[src/rtl/regfile_autofill_top.sv]
// -----------------------------------------------------------------------------
// regfile_autofill_top
// FPGA test top for a 2^N x W register bank. Data comes from a free-running
// Galois LFSR. Buttons are synchronised, debounced and turned into one-cycle
// pulses. They drive a manual write, a display mode toggle and an auto-fill
// state machine that writes every register from the LFSR in 2^N cycles.
// The result is shown on a multiplexed 8-digit hex display.
//
// Ports
//   clk        in   system clock, rising edge
//   rst        in   asynchronous active-high reset
//   sw[15:0]   in   [N-1:0] write addr, [4+N-1:4] rs1 addr, [8+N-1:8] rs2 addr,
//                   [15] LFSR freeze
//   btn[4:0]   in   [1] write, [2] display mode toggle, [3] auto-fill start
//   seg[6:0]   out  segments {a,b,c,d,e,f,g}, active-low
//   an[7:0]    out  digit anodes, active-low
//   busy       out  high while auto-fill runs
//   fill_done  out  one-cycle pulse when auto-fill completes
// -----------------------------------------------------------------------------
module regfile_autofill_top #(
    parameter int          N           = 4,
    parameter int          W           = 8,
    parameter int          ZERO_REG    = 1,
    parameter logic [15:0] SEED        = 16'hACE1,
    parameter int          DEB_CYCLES  = 1_000_000,
    parameter int          REFRESH_DIV = 100_000
) (
    input  logic        clk,
    input  logic        rst,
    input  logic [15:0] sw,
    input  logic [4:0]  btn,
    output logic [6:0]  seg,
    output logic [7:0]  an,
    output logic        busy,
    output logic        fill_done
);

    localparam int DEPTH  = 1 << N;
    localparam int DIGITS = (W + 3) / 4;
    localparam int DCW    = $clog2(DEB_CYCLES + 1);
    localparam int RCW    = $clog2(REFRESH_DIV + 1);
    localparam logic [W-1:0] SEED_W = SEED[W-1:0];

    // Right-shifting Galois feedback masks giving maximal-length sequences.
    function automatic logic [W-1:0] lfsr_taps_f();
        logic [15:0] t;
        case (W)
            32'd4:   t = 16'h000C;
            32'd5:   t = 16'h0014;
            32'd6:   t = 16'h0030;
            32'd7:   t = 16'h0060;
            32'd8:   t = 16'h00B8;
            32'd9:   t = 16'h0110;
            32'd10:  t = 16'h0240;
            32'd11:  t = 16'h0500;
            32'd12:  t = 16'h0E08;
            32'd13:  t = 16'h1C80;
            32'd14:  t = 16'h3802;
            32'd15:  t = 16'h6000;
            default: t = 16'hD008;
        endcase
        return t[W-1:0];
    endfunction

    localparam logic [W-1:0] TAPS = lfsr_taps_f();

    // Hex digit to active-low {a,b,c,d,e,f,g}.
    function automatic logic [6:0] hex7seg_f(input logic [3:0] v);
        logic [6:0] s;
        case (v)
            4'h0:    s = 7'b0000001;
            4'h1:    s = 7'b1001111;
            4'h2:    s = 7'b0010010;
            4'h3:    s = 7'b0000110;
            4'h4:    s = 7'b1001100;
            4'h5:    s = 7'b0100100;
            4'h6:    s = 7'b0100000;
            4'h7:    s = 7'b0001111;
            4'h8:    s = 7'b0000000;
            4'h9:    s = 7'b0000100;
            4'hA:    s = 7'b0001000;
            4'hB:    s = 7'b1100000;
            4'hC:    s = 7'b0110001;
            4'hD:    s = 7'b1000010;
            4'hE:    s = 7'b0110000;
            default: s = 7'b0111000;
        endcase
        return s;
    endfunction

    typedef enum logic [1:0] {
        ST_IDLE = 2'd0,
        ST_FILL = 2'd1,
        ST_DONE = 2'd2
    } state_t;

    // Button index 0/1/2 here corresponds to btn[1]/btn[2]/btn[3].
    logic [2:0]     sync1_q, sync2_q, deb_q, deb_dly_q, pulse_s;
    logic [DCW-1:0] deb_cnt_q [3];
    logic           wr_pulse_s, mode_pulse_s, fill_pulse_s;

    logic [W-1:0]   lfsr_q, lfsr_step_s;
    logic [W-1:0]   regs_q [DEPTH];
    state_t         state_q;
    logic [N-1:0]   cnt_q, waddr_s, rs1_addr_s, rs2_addr_s;
    logic           busy_q, fill_done_q, raw_we_s, we_s;
    logic [W-1:0]   rs1_s, rs2_s;

    logic [RCW-1:0] ref_cnt_q;
    logic [2:0]     idx_q;
    logic           mode_q, in_range_s, blank_s;
    logic [15:0]    rs1_pad_s, rs2_pad_s, lfsr_pad_s;
    logic [3:0]     nib_s;
    logic [6:0]     seg_q;
    logic [7:0]     an_q;
    logic           unused_s;

    // Synchronise, debounce and keep a delayed copy of buttons 1..3.
    // A level is accepted only after DEB_CYCLES consecutive differing samples.
    always_ff @(posedge clk or posedge rst) begin
        if (rst) begin
            sync1_q   <= 3'b000;
            sync2_q   <= 3'b000;
            deb_q     <= 3'b000;
            deb_dly_q <= 3'b000;
            for (int i = 0; i < 3; i++) begin
                deb_cnt_q[i] <= {DCW{1'b0}};
            end
        end else begin
            sync1_q   <= btn[3:1];
            sync2_q   <= sync1_q;
            deb_dly_q <= deb_q;
            for (int i = 0; i < 3; i++) begin
                if (sync2_q[i] != deb_q[i]) begin
                    if (deb_cnt_q[i] == DCW'(DEB_CYCLES - 1)) begin
                        deb_q[i]     <= sync2_q[i];
                        deb_cnt_q[i] <= {DCW{1'b0}};
                    end else begin
                        deb_cnt_q[i] <= deb_cnt_q[i] + DCW'(1'b1);
                    end
                end else begin
                    deb_cnt_q[i] <= {DCW{1'b0}};
                end
            end
        end
    end

    assign pulse_s      = deb_q & ~deb_dly_q;
    assign wr_pulse_s   = pulse_s[0];
    assign mode_pulse_s = pulse_s[1];
    assign fill_pulse_s = pulse_s[2];

    assign lfsr_step_s = {1'b0, lfsr_q[W-1:1]} ^ (lfsr_q[0] ? TAPS : {W{1'b0}});

    // LFSR: steps unless frozen; an all-zero state (lock-up) reloads the seed.
    always_ff @(posedge clk or posedge rst) begin
        if (rst) begin
            lfsr_q <= SEED_W;
        end else if (lfsr_q == {W{1'b0}}) begin
            lfsr_q <= SEED_W;
        end else if (!sw[15]) begin
            lfsr_q <= lfsr_step_s;
        end
    end

    // Auto-fill sequencer with registered busy / fill_done.
    always_ff @(posedge clk or posedge rst) begin
        if (rst) begin
            state_q     <= ST_IDLE;
            cnt_q       <= {N{1'b0}};
            busy_q      <= 1'b0;
            fill_done_q <= 1'b0;
        end else begin
            case (state_q)
                ST_IDLE: begin
                    fill_done_q <= 1'b0;
                    if (fill_pulse_s) begin
                        state_q <= ST_FILL;
                        cnt_q   <= {N{1'b0}};
                        busy_q  <= 1'b1;
                    end
                end
                ST_FILL: begin
                    cnt_q <= cnt_q + N'(1'b1);
                    if (cnt_q == N'(DEPTH - 1)) begin
                        state_q     <= ST_DONE;
                        busy_q      <= 1'b0;
                        fill_done_q <= 1'b1;
                    end
                end
                ST_DONE: begin
                    state_q     <= ST_IDLE;
                    fill_done_q <= 1'b0;
                end
                default: begin
                    state_q     <= ST_IDLE;
                    busy_q      <= 1'b0;
                    fill_done_q <= 1'b0;
                end
            endcase
        end
    end

    // Write port source: fill counter while filling, manual pulse only in IDLE
    // (pulses in FILL/DONE are dropped rather than queued).
    always_comb begin
        raw_we_s = 1'b0;
        waddr_s  = sw[N-1:0];
        if (state_q == ST_FILL) begin
            raw_we_s = 1'b1;
            waddr_s  = cnt_q;
        end else if (state_q == ST_IDLE) begin
            raw_we_s = wr_pulse_s;
        end else begin
            raw_we_s = 1'b0;
        end
    end

    assign we_s = raw_we_s & ~((ZERO_REG != 32'sd0) && (waddr_s == {N{1'b0}}));

    // Register array, written with the LFSR value present at the write edge.
    always_ff @(posedge clk or posedge rst) begin
        if (rst) begin
            for (int i = 0; i < DEPTH; i++) begin
                regs_q[i] <= {W{1'b0}};
            end
        end else if (we_s) begin
            regs_q[waddr_s] <= lfsr_q;
        end
    end

    assign rs1_addr_s = sw[4 +: N];
    assign rs2_addr_s = sw[8 +: N];
    assign rs1_s = ((ZERO_REG != 32'sd0) && (rs1_addr_s == {N{1'b0}})) ? {W{1'b0}} : regs_q[rs1_addr_s];
    assign rs2_s = ((ZERO_REG != 32'sd0) && (rs2_addr_s == {N{1'b0}})) ? {W{1'b0}} : regs_q[rs2_addr_s];

    // Digit slot timer and display mode toggle.
    always_ff @(posedge clk or posedge rst) begin
        if (rst) begin
            ref_cnt_q <= {RCW{1'b0}};
            idx_q     <= 3'd0;
            mode_q    <= 1'b0;
        end else begin
            if (ref_cnt_q == RCW'(REFRESH_DIV - 1)) begin
                ref_cnt_q <= {RCW{1'b0}};
                idx_q     <= idx_q + 3'd1;
            end else begin
                ref_cnt_q <= ref_cnt_q + RCW'(1'b1);
            end
            if (mode_pulse_s) begin
                mode_q <= ~mode_q;
            end
        end
    end

    assign rs1_pad_s  = 16'(rs1_s);
    assign rs2_pad_s  = 16'(rs2_s);
    assign lfsr_pad_s = 16'(lfsr_q);
    // Position within a 4-digit half that actually carries a W-bit value.
    assign in_range_s = ({1'b0, idx_q[1:0]} < 3'(DIGITS));

    // Select the nibble for the current digit slot, or blank it.
    always_comb begin
        nib_s   = 4'h0;
        blank_s = 1'b1;
        if (!mode_q) begin
            if (!idx_q[2] && in_range_s) begin
                nib_s   = rs1_pad_s[{idx_q[1:0], 2'b00} +: 4];
                blank_s = 1'b0;
            end else if (idx_q[2] && in_range_s) begin
                nib_s   = rs2_pad_s[{idx_q[1:0], 2'b00} +: 4];
                blank_s = 1'b0;
            end else begin
                blank_s = 1'b1;
            end
        end else begin
            if (!idx_q[2] && in_range_s) begin
                nib_s   = lfsr_pad_s[{idx_q[1:0], 2'b00} +: 4];
                blank_s = 1'b0;
            end else if (idx_q == 3'd7) begin
                nib_s   = 4'(sw[N-1:0]);
                blank_s = 1'b0;
            end else begin
                blank_s = 1'b1;
            end
        end
    end

    // Registered segment/anode drive; blank slots keep every anode off.
    always_ff @(posedge clk or posedge rst) begin
        if (rst) begin
            seg_q <= 7'h7F;
            an_q  <= 8'hFF;
        end else if (blank_s) begin
            seg_q <= 7'h7F;
            an_q  <= 8'hFF;
        end else begin
            seg_q <= hex7seg_f(nib_s);
            an_q  <= ~(8'h01 << idx_q);
        end
    end

    assign seg       = seg_q;
    assign an        = an_q;
    assign busy      = busy_q;
    assign fill_done = fill_done_q;

    assign unused_s = ^{btn[0], btn[4], sw};

endmodule

[config.mk]
export PLATFORM = sky130hd
export DESIGN_NAME = regfile_autofill_top
export DESIGN_NICKNAME = d
export VERILOG_FILES = /design/src/rtl/regfile_autofill_top.sv
export SDC_FILE = /design/constraint.sdc
export NUM_CORES = 1
export LEC_CHECK = 0
export BUFFER_PORTS_ARGS = -buffer_cell sky130_fd_sc_hd__buf_2
export CAP_MARGIN = 25
export CORE_MARGIN = 2
export CORE_UTILIZATION = 48
export DETAILED_ROUTE_END_ITERATION = 8
export GPL_TIMING_DRIVEN = 0
export PLACE_DENSITY = 0.64
export SYNTH_ARGS = -nofsm -noshare
export SYNTH_HDL_FRONTEND = slang
export SYNTH_SLANG_ARGS = --single-unit
[constraint.sdc]
create_clock -name clk -period 12.2 [get_ports clk]
set_input_delay 3.66 -clock clk [delete_from_list [all_inputs] [get_ports clk]]
set_output_delay 3.66 -clock clk [all_outputs]
set_load 0.01 [all_outputs]
==> summary.md <==
| Metric | Value |
|---|---|
| Worst path cell trace | `buf_2, buf_2, buf_2, mux4_2, o22ai_1, nor4_1, or3_4, a31oi_4, inv_1, ha_1, mux4_2, nand2b_1` |
| Crit end category | `flip-flop` |
| Overall Power | `0.002032 W` |
| Sequential share of the synthesized area | `48.87%` |
| Post-synth ARST share | `100.0%` |
| Worst setup path class | `in -> reg` |
| Cell variety after synth | `69` |
| CP Launch Type | `input port` |
| First-pass GRT wire length | `48770 µm` |
| Setup repair bufs after CTS | `0` |
| Yosys warning count | `0` |
| P per Cell Area | `138.6 mW/mm²` |
| Slowest stage cell, crit path | `mux4_2` |
| Max FO, Critical Path | `10` |
| PortBufs | `29` |
| Arr. time, crit path | `6.77 ns` |
| Peak Freq | `0.1589 GHz` |
| Largest net degree at the start of global routing | `117` |
| Finished Layout Cells | `1467` |
| Register area | `0.006330 mm²` |
| H-tree levels | `1` |
| Drt wl/cell | `20.82 µm` |
| Layout cell share with drive strength beyond 1 | `28.42%` |
| Cts hold-fix bufs | `0` |
| Core area | `0.02673 mm²` |
| Post-Syn Instances | `1039` |
| Placer Congestion | `0.8500` |
| Total wire length | `30550 µm` |
| Grt total ovfl | `0` |
| VDD IR-drop max | `0.0001122 V` |
| Mapped Avg Cell Area | `12.47 µm²` |
| # clock sinks | `252` |
| Status | `completed` |
| Die Span Y | `168.3 µm` |
| Later-pin clock latency in the skew report | `0.56 ns` |
| Hold WC Path Type | `reg -> reg` |
| Count of final setup violators | `0` |
| Clock tree from TritonCTS | `built` |
| Skew final | `0.02605 ns` |
| DR vias/cell | `5.802` |
| Slew Viols, Final | `0` |
| Leakage power | `6.741 nW` |
| EDFF count, synth | `0` |
| Most frequent CP cell | `buf_2` |
| RSZ-0062 raised after global routing | `no` |
| WHS | `0.3395 ns` |
| Row cnt | `60` |
| Post-synth top flop | `dfrtp_1` |
| Vias in the first global route | `8487` |
| Cells after DPL | `1413` |
| Detailed-route DRC error count | `0` |
| Number of CTS-inserted buffers | `29` |
| Initial Util | `48.46%` |
| Setup_tns | `0 ns` |
| Detail Route Antenna Nets | `0` |
| Ant diodes | `0` |
| Horiz. Die Dim | `168.3 µm` |
| Layout area overhead | `13.19%` |
| Clock Path Buffers | `3` |
| Net Count, Synth | `1079` |
| Multi-input combinational cell area | `0.006183 mm²` |
| Fin crit share | `51.57%` |
| CP Data Required Time | `12.68 ns` |
| Max_cap viols | `0` |
| Cts repair resizes | `0` |
| Most frequent cells in the layout | `233 x dfrtp_1, 129 x mux2_2, 93 x nor2_1, 69 x nand2_1, 51 x mux4_2` |
| Slew HR | `45.50%` |
| Final Hold Fails | `0` |
| Fin nets | `1143` |
| Crit path largest cell delay | `0.45 ns` |
| Die ar. | `0.02831 mm²` |
| Detailed Routing Iterations Pass 1 | `4` |
| Post-Syn Area | `0.01295 mm²` |
| Most common cell after layout, fill and taps aside | `dfrtp_1` |
| Fillers | `2262` |
| Crit path time final | `6.292 ns` |
| Reg clk slew, reported paths | `0.06 ns` |
| Initial antenna violation count | `1` |
| Post-synthesis sequential element count | `252` |
| Slew @ Worst Pin | `0.8174 ns` |
| HPWL Detailed | `20440 µm` |
| Io pins | `40` |
| Root Buffer | `clkbuf_16` |
| Drt first-iter violations | `584` |
| Total Routing Usage GR | `22.09%` |
| DR vias | `8512` |
[final cells by class]
cell class / count / area share (%)
multi-input combinational: 701 / 42.18
inverter: 23 / 0.6401
sequential: 252 / 43.18
clock buffer: 39 / 5.753
clock inverter: 15 / 1.442
tap: 341 / 2.911
buffer: 63 / 2.398
timing repair buffer: 33 / 1.494
[sequential cells by signal (all words and copies together) (netlist names), 4 cells and up]
name       cells
lfsr_q         8
cnt_q          4
deb_cnt_q     60
seg            7
an             8
regs_q       128
ref_cnt_q     17
[worst paths after layout]
| kind | from | end | slack [ns] | cells after the start |
|---|---|---|---|---|
| max | sw[6] | seg[3]$_DFF_PP1_ | 5.91 | 12 |
| min | sync1_q[0]$_DFF_PP0_ | sync2_q[0]$_DFF_PP0_ | 0.34 | 0 |
| max reg2reg | idx_q[1]$_DFFE_PP0N_ | seg[3]$_DFF_PP1_ | 8.86 | 11 |
| min reg2reg | sync1_q[0]$_DFF_PP0_ | sync2_q[0]$_DFF_PP0_ | 0.34 | 0 |
| max in group asynchronous | rst | ref_cnt_q[5]$_DFF_PP0_ | 7.81 | 4 |
| min in group asynchronous | rst | deb_cnt_q[16]$_DFF_PP0_ | 3.08 | 2 |
[cell families (layout without fill, tap and decap cells)]
| logic type | count (synthesis) | in the layout | share of synthesized area [%] |
|---|---|---|---|
| AND/OR/NAND/NOR | 299 | 299 | 11.15 |
| flip-flops | 252 | 252 | 48.87 |
| multiplexers | 229 | 229 | 25.39 |
| buffers and inverters | 86 | 173 | 3.381 |
| AO/OA/AOI/OAI | 83 | 83 | 4.628 |
| XOR/XNOR | 73 | 73 | 4.937 |
| adder cells (fa/ha/maj) | 17 | 17 | 1.642 |
[cell usage after synthesis, drive strengths merged (11+ instances only)]
library cell / n / area [µm²]
dfrtp: 233 / 5831
ha: 17 / 212.7
a21oi: 19 / 95.09
nor2: 93 / 349.1
nand2: 69 / 259.0
and3: 14 / 87.58
mux2: 130 / 1464
nand3: 48 / 240.2
xor2: 43 / 376.6
buf: 24 / 205.2
dfstp: 19 / 499.2
o21ai: 24 / 120.1
nor4: 11 / 68.82
mux2i: 36 / 360.4
mux4: 63 / 1464
inv: 20 / 75.07
xnor2: 30 / 262.8
clkbuf: 39 / 146.4
[metal layers]
metal / vias to the layer above / global-route usage, % / wire, µm
met3: 67 / 3.573 / 1437
met1: 4346 / 29.39 / 13350
met2: 213 / 36.98 / 14600
li1: 3886 / - / -
met4: 0 / 7.684 / 1158
met5: - / 0 / 0
[critical path, delay by kind of cell]
family / cells / cell delay (ns)
buffers and inverters: 4 / 1.06
muxes: 2 / 0.79
adders and majority gates: 1 / 0.27
and+or+nand+nor: 3 / 0.57
AOI/OAI and AO/OA: 2 / 0.39
[per-stage QoR]
stage	cell area, µm²	util (%)	setup slack [ns]
finish	14660	54.85	5.908
global route	14660	54.85	5.853
global placement	13520	50.60	-1.223
CTS	14660	54.85	5.950
floorplan	12950	-	1.643
detailed placement	13600	50.90	5.356
[power by group]
group	internal [W]	switching (W)	total (W)
sequential	0.000861	0.00000816	0.000870
combinational	0.0000635	0.000158	0.000221
clock	0.000589	0.000353	0.000942
total	0.00151	0.000518	0.00203
Note: power is estimated with default switching activity, not from simulation.
